File: src/rtl/incr_share_arb.sv
// Round-robin arbiter sharing one registered increment stage among NREQ requesters.
// One operation in flight at a time; the result returns with its owner's ID.
module incr_share_arb #(
    parameter int NREQ = 4,
    parameter int IDW  = 2
) (
    input  logic                 clk,
    input  logic                 rst,
    input  logic [NREQ-1:0]      req_valid,
    output logic [NREQ-1:0]      req_ready,
    input  logic [NREQ-1:0]      req_quad,
    input  logic [NREQ*64-1:0]   req_data,
    output logic                 resp_valid,
    input  logic                 resp_ready,
    output logic [IDW-1:0]       resp_id,
    output logic                 resp_quad,
    output logic [63:0]          resp_data,
    output logic                 busy
);

    typedef enum logic [1:0] {
        IDLE = 2'd0,
        EXEC = 2'd1,
        RESP = 2'd2
    } state_t;

    state_t         state_q, state_d;
    logic [IDW-1:0] rr_ptr_q, rr_ptr_d;
    logic [IDW-1:0] id_q, id_d;
    logic           quad_q, quad_d;
    logic [63:0]    op_q, op_d;
    logic [63:0]    data_q, data_d;
    logic           valid_q, valid_d;
    logic           busy_q, busy_d;

    logic           found;
    logic [IDW-1:0] gnt;
    logic [IDW:0]   cand;

    // Scan from the highest offset down so the nearest valid requester wins.
    always_comb begin
        found = 1'b0;
        gnt   = '0;
        cand  = '0;
        for (int k = NREQ - 1; k >= 0; k--) begin
            cand = {1'b0, rr_ptr_q} + (IDW+1)'(k);
            if (cand >= (IDW+1)'(NREQ)) begin
                cand = cand - (IDW+1)'(NREQ);
            end
            if (req_valid[cand[IDW-1:0]]) begin
                found = 1'b1;
                gnt   = cand[IDW-1:0];
            end
        end
    end

    always_comb begin
        req_ready = '0;
        if (state_q == IDLE && !rst && found) begin
            req_ready[gnt] = 1'b1;
        end
    end

    always_comb begin
        state_d  = state_q;
        rr_ptr_d = rr_ptr_q;
        id_d     = id_q;
        quad_d   = quad_q;
        op_d     = op_q;
        data_d   = data_q;
        unique case (state_q)
            IDLE: begin
                if (found) begin
                    op_d    = req_data[{gnt, 6'b0} +: 64];
                    quad_d  = req_quad[gnt];
                    id_d    = gnt;
                    state_d = EXEC;
                    if (gnt == IDW'(NREQ - 1)) begin
                        rr_ptr_d = '0;
                    end else begin
                        rr_ptr_d = gnt + IDW'(1);
                    end
                end
            end
            EXEC: begin
                if (quad_q) begin
                    data_d = op_q + 64'd1;
                end else begin
                    data_d = {56'd0, op_q[7:0]} + 64'd1;
                end
                state_d = RESP;
            end
            RESP: begin
                if (resp_ready) begin
                    state_d = IDLE;
                end
            end
            default: state_d = IDLE;
        endcase
        valid_d = (state_d == RESP);
        busy_d  = (state_d != IDLE);
    end

    always_ff @(posedge clk) begin
        if (rst) begin
            state_q  <= IDLE;
            rr_ptr_q <= '0;
            id_q     <= '0;
            quad_q   <= 1'b0;
            op_q     <= '0;
            data_q   <= '0;
            valid_q  <= 1'b0;
            busy_q   <= 1'b0;
        end else begin
            state_q  <= state_d;
            rr_ptr_q <= rr_ptr_d;
            id_q     <= id_d;
            quad_q   <= quad_d;
            op_q     <= op_d;
            data_q   <= data_d;
            valid_q  <= valid_d;
            busy_q   <= busy_d;
        end
    end

    assign resp_valid = valid_q;
    assign resp_id    = id_q;
    assign resp_quad  = quad_q;
    assign resp_data  = data_q;
    assign busy       = busy_q;

endmodule

File: config.mk
export PLATFORM = sky130hd
export DESIGN_NAME = incr_share_arb
export DESIGN_NICKNAME = d
export VERILOG_FILES = /design/src/rtl/incr_share_arb.sv
export SDC_FILE = /design/constraint.sdc
export NUM_CORES = 1
export LEC_CHECK = 0
export CAP_MARGIN = 20
export CORE_MARGIN = 8
export CORE_UTILIZATION = 40
export DETAILED_ROUTE_END_ITERATION = 16
export PLACE_DENSITY = 0.78
export SYNTH_ARGS = -nofsm -noshare
export SYNTH_HDL_FRONTEND = slang
export SYNTH_SLANG_ARGS = --single-unit
File: constraint.sdc
create_clock -name clk -period 2.85 [get_ports clk]
set_input_delay 0.4275 -clock clk [delete_from_list [all_inputs] [get_ports clk]]
set_output_delay 0.4275 -clock clk [all_outputs]
set_load 0.005 [all_outputs]
Word-level counts from Yosys, hierarchy flattened
Index checks and enable logic that the tools add are counted.
{"block": "word_totals", "register_bits": 137, "rom_bits": 0, "output_inout_bits": 73, "ram_bits": 0, "inputBits": 267, "latch_bits": 0, "n_memories": 0}
{"block": "op_classes", "mux": 30, "bitwise_logic": 0, "order_cmp": 10, "add_sub_neg": 10, "n_reduce_logical": 7, "shifts": 1, "multipliers": 0, "div_mod_pow": 0, "n_eq_ne": 4}
{"cell": "indexed part select 256 x 9 -> 64 bit", "count": 1}
{"cell": "adder 64 x 1 -> 64 bit, second input constant", "count": 1}
{"cell": "two-way mux 64 bit", "count": 1}
{"cell": "two-way mux 2 bit", "count": 11}
{"cell": "< comparator 2 x 3 -> 1 bit, second input constant", "count": 5}
{"cell": "binary-select mux 1 bit (select 2 bit)", "count": 5}
{"cell": "two-way mux 1 bit", "count": 10}
{"cell": "adder 8 x 1 -> 9 bit, second input constant", "count": 1}
{"cell": "greater-or-equal comparator 3 bit, second input constant", "count": 3}
{"cell": "subtractor 2 x 1 -> 2 bit, second input constant", "count": 4}
{"cell": "adder 2 x 2 -> 3 bit, second input constant", "count": 2}
{"cell": "== test 2 bit, second input constant", "count": 3}
{"cell": "case mux 2 bit (3 select lines)", "count": 1}
{"cell": "two-way mux 4 bit", "count": 1}
{"cell": "adder 2 x 1 -> 3 bit, second input constant", "count": 1}
{"cell": "greater-or-equal comparator 2 x 3 -> 1 bit, second input constant", "count": 1}
{"cell": "logical AND 1 bit", "count": 3}
{"cell": "adder 2 x 1 -> 2 bit, second input constant", "count": 1}
{"cell": "demux 1 bit (select 2 bit)", "count": 1}
{"cell": "== test 2 x 1 -> 1 bit, second input constant", "count": 1}
{"cell": "greater-or-equal comparator 2 x 1 -> 1 bit, second input constant", "count": 1}
{"cell": "logical NOT 2 bit", "count": 1}
{"cell": "AND reduction 2 bit", "count": 1}
{"cell": "nonzero test 2 bit", "count": 1}
{"cell": "logical NOT 1 bit", "count": 1}

Logic depth before layout (Yosys ltp)
{"block": "depth", "depth_word": 14, "depth_mapped": 9, "depth_no_buf": 8}

Least setup slack after synthesis
Ideal clock, no wire load.
{"block": "synth_timing", "path_kind": "input -> output", "from": "input port req_valid[0]", "to": "output port req_ready[0]", "stages": 7, "path_slack_ns": 0.474, "arrival_ns": 1.948, "path_cell_list": "inv_1 > o221a_2 > o22ai_1 > clkbuf_1 > clkbuf_1 > ha_1 > and2_1"}
{"block": "synth_via", "elab_chain_cells": 11, "elab_cells_between_ends": 23}
{"item": "start, declared", "line": "9", "rtl": "input logic [NREQ-1:0] req_valid,"}
{"item": "binary-select mux 1 bit (select 2 bit)", "line": "50", "rtl": "if (req_valid[cand[IDW-1:0]]) begin"}
{"item": "two-way mux 1 bit (not written as such)", "line": "50"}
{"item": "two-way mux 2 bit (4 in a row)", "line": "50"}
{"item": "< comparator 2 x 3 -> 1 bit (not written as such) or greater-or-equal comparator 2 x 1 -> 1 bit (tied branches)", "line": "60", "rtl": "req_ready[gnt] = 1'b1;"}
{"item": "logical AND 1 bit (not written as such)", "line": "60"}
{"item": "two-way mux 1 bit (not written as such)", "line": "60"}
{"item": "demux 1 bit (select 2 bit)", "line": "60"}
{"item": "two-way mux 4 bit *", "line": "59", "rtl": "if (state_q == IDLE && !rst && found) begin"}
{"item": "end, declared", "line": "10", "rtl": "output logic [NREQ-1:0] req_ready,"}
Every way passes the cells marked *; elsewhere a longest branch is shown, timed or not. The select of a mux whose other input is x is not followed.

Final worst setup path
{"block": "layout_timing", "from": "input port req_valid[2]", "to": "output port req_ready[3]"}
The elaborated chain is that of the path after synthesis.

==> flow_summary.toml <==
[yosys]
syn_area_sq_um = 7420
synthTopCellsByArea = "dfxtp_1 (37%), nand2_1 (21%), a221o_1 (8.6%)"
synth-edff-count = 0
synth.avg_cell_area_sq_um = 7.13
synth_nets = 1313
synth_top_area_frac = 0.369
ys_seq_elements = 137
async_flop_share = 0
syn_inst = 1041
synth_top_cell_by_area = "dfxtp_1"
yosysSeqAreaShare = 0.369
synth_cell_types = 49
ys_warn_count = 0
synth_ff_type = "dfxtp_1"

[critical_path]
r2r_cells = 6
reg2reg_from = "op_q[29]"
criticalPathCategory = "primary input to primary output"
reg2reg_slack_ns = 0.46
path_max_fanout = 5
critical_path_required_ns = 2.42
worstPathArrival_ns = 2.35
start_kind = "primary input"
cp-end-kind = "primary output"
r2r_end = "resp_data[61]"
cp-startpoint = "req_valid[2]"

[run]
cap_violations = 0

[timing]
slew_violations = 0
hold_viol = 0
tns_ns = 0
min_period_ns = 2.78
relSlewSlack = 0.578
finalCritPeriodShare = 0.975
setup_viol = 0
worst_pin_slew_ns = 0.632
clock.fmax_mhz = 360
rsz0062_at_grt = "false"
skew_ns = 0.0104

[run_status]
outcome = "finished clean"

[die]
initial_utilization = 0.402
core_sq_um = 18500
die_h_um = 152
dieArea_sq_um = 23200
num_io_pins = 340
die_width_um = 152
row_count = 50

[power]
cellLeakagePower_nw = 4.58
peakVddDrop_v = 0.000332
power_density_nw_per_um2 = 549

[global_routing]
overflow = 0
first_global_vias = 8133
antenna_found_initial = 0
grt_max_degree = 66
grt_pass1_wl_um = 44100
track_usage = 0.235

[hold_path]
worstHoldPathCells = 2
worstHoldStart = "resp_data[55]"
min_to = "resp_data[55]"
hold_class = "flip-flop to flip-flop"

[final_layout]
area_delta_synth_final_pct = 58.5
fin_area_sq_um = 11800
fillers = 1636
antenna_cells = 0
fin_nets = 1629
multiInputGateArea_sq_um = 4380
fin_cells = 1603
utilization = 0.637
drive_above_1_share = 0.0592
ff_latch_area_sq_um = 2740

[place]
place_inst = 1572
portBuffers = 339
post-dp-hpwl_um = 21200
dpl_cell_area_sq_um = 11200
gp_congestion = 0.843

[drt]
initialDrtViolationCount = 464
avgViaCountPerCell = 5.21
drtAntennaViolNets = 0
firstDrtPassIters = 5
detail_route.wl_per_cell_um = 17.4
drcViolationCount = 0
vias = 8356
wirelength_um = 27900

[clock_network]
cts_buffer_depth = 2
cts_tree = "done"
clkSinkCount = 137
cts_root_buf = "clkbuf_16"
htreeDepth = 4
clkTransAtPathRegs_ns = 0.05
worstSkewPairLatency_ns = 0.41
cts_hold_buf = 0
cts-buffers-inserted = 17
[placed cells by master (no fill, tap or decap), drive strengths merged, types with 2 or more instances in the layout]
cell type | netlist | final
dlymetal6s2s | 1 | 2
nand3 | 24 | 24
and2 | 5 | 5
nand2 | 408 | 408
nand4 | 13 | 13
nor4 | 14 | 14
and4 | 3 | 3
nor3 | 20 | 20
a21oi | 76 | 76
xor2 | 17 | 17
bufinv | 0 | 3
dfxtp | 137 | 137
o21ai | 51 | 51
clkinvlp | 0 | 2
a211oi | 7 | 7
o22ai | 2 | 2
clkbuf | 56 | 18
nand4b | 2 | 2
xnor2 | 44 | 44
nor3b | 4 | 4
clkinv | 1 | 7
and3 | 3 | 3
ha | 5 | 5
nor2b | 5 | 5
or3 | 2 | 2
a221o | 65 | 65
nor2 | 39 | 39
inv | 14 | 16
buf | 13 | 28
clkdlybuf4s50 | 0 | 337
[state kept, by name, summed over array words and instances, names as in the netlist]
name / cells
resp_valid: 1
rr_ptr_q: 2
busy: 1
state_q: 2
resp_quad: 1
resp_id: 2
op_q: 64
resp_data: 64
[per-layer routing]
| metal | up-vias | global-route usage | part of all wire |
|---|---|---|---|
| li1 | 4181 | - | - |
| met1 | 3842 | 0.270 | 0.41 |
| met2 | 291 | 0.408 | 0.50 |
| met3 | 42 | 0.0615 | 0.066 |
| met4 | 0 | 0.0928 | 0.028 |
| met5 | - | 0 | 0 |
[repair_timing]
item / CTS / global route
endpoints found under the setup margin: 1 / 4
gates cloned: 0 / 0
resized for setup: 1 / 4
setup buffers: 0 / 0
[synth_stat cells (9+ instances only)]
| cell type | instances |
|---|---|
| nand2_1 | 407 |
| dfxtp_1 | 137 |
| a21oi_1 | 76 |
| a221o_1 | 64 |
| clkbuf_1 | 56 |
| o21ai_0 | 45 |
| xnor2_1 | 44 |
| nor2_1 | 39 |
| nand3_1 | 24 |
| nor3_1 | 20 |
| xor2_1 | 17 |
| inv_1 | 14 |
| nand4_1 | 12 |
| nor4_1 | 10 |
| buf_1 | 9 |
[worst max path at each step]
stage	end	slack [ns]
3_5_place_dp	req_ready[3]	0.003
6_report	req_ready[3]	0.07
3_3_place_gp	req_ready[3]	0.06
5_1_grt	req_ready[3]	0.008
4_1_cts	req_ready[3]	0.008
2_1_floorplan	req_ready[0]	0.47
[cell families (layout without fill, tap and decap cells)]
family | Yosys count | after routing | synth area share
and+or+nand+nor | 547 | 547 | 0.314
AOI/OAI and AO/OA | 205 | 205 | 0.188
DFF | 137 | 137 | 0.369
buffers and inverters | 85 | 413 | 0.0469
xor gates and xnor gates | 61 | 61 | 0.0720
adders and majority gates | 5 | 5 | 0.00843
muxes | 1 | 1 | 0.00135
[report_power, final]
group | internal [mW] | switching [mW] | total [mW]
logic | 0.929 | 0.872 | 1.80
clock network | 1.39 | 0.829 | 2.22
registers | 2.15 | 0.297 | 2.44
total | 4.46 | 2.00 | 6.46
[worst max-delay path, cell delays in order]
cell,delay (ns)
clkdlybuf4s50_1,0.50
inv_1,0.06
o221a_2,0.27
o22ai_4,0.24
inv_4,0.07
ha_1,0.20
and2_1,0.14
clkdlybuf4s50_1,0.44
[cell type report]
cell class | instances | area share
Clock buffer | 18 | 0.0373
Clock inverter | 13 | 0.0130
Inverter | 15 | 0.00500
Multi-Input combinational cell | 819 | 0.372
Sequential cell | 137 | 0.233
Tap cell | 234 | 0.0249
Timing Repair Buffer | 367 | 0.314
[metrics by stage]
step                      total power [mW]  hold WS (ns)  setup slack [ns]
after CTS                             6.50         0.448           0.00825
after global placement                4.24         0.432            0.0632
after floorplan                       3.41         0.442             0.474
after global routing                  6.83         0.474           0.00849
after detailed placement              4.27         0.437           0.00333
final                                 6.46         0.444            0.0726
Note: power is estimated with default switching activity, not from simulation.
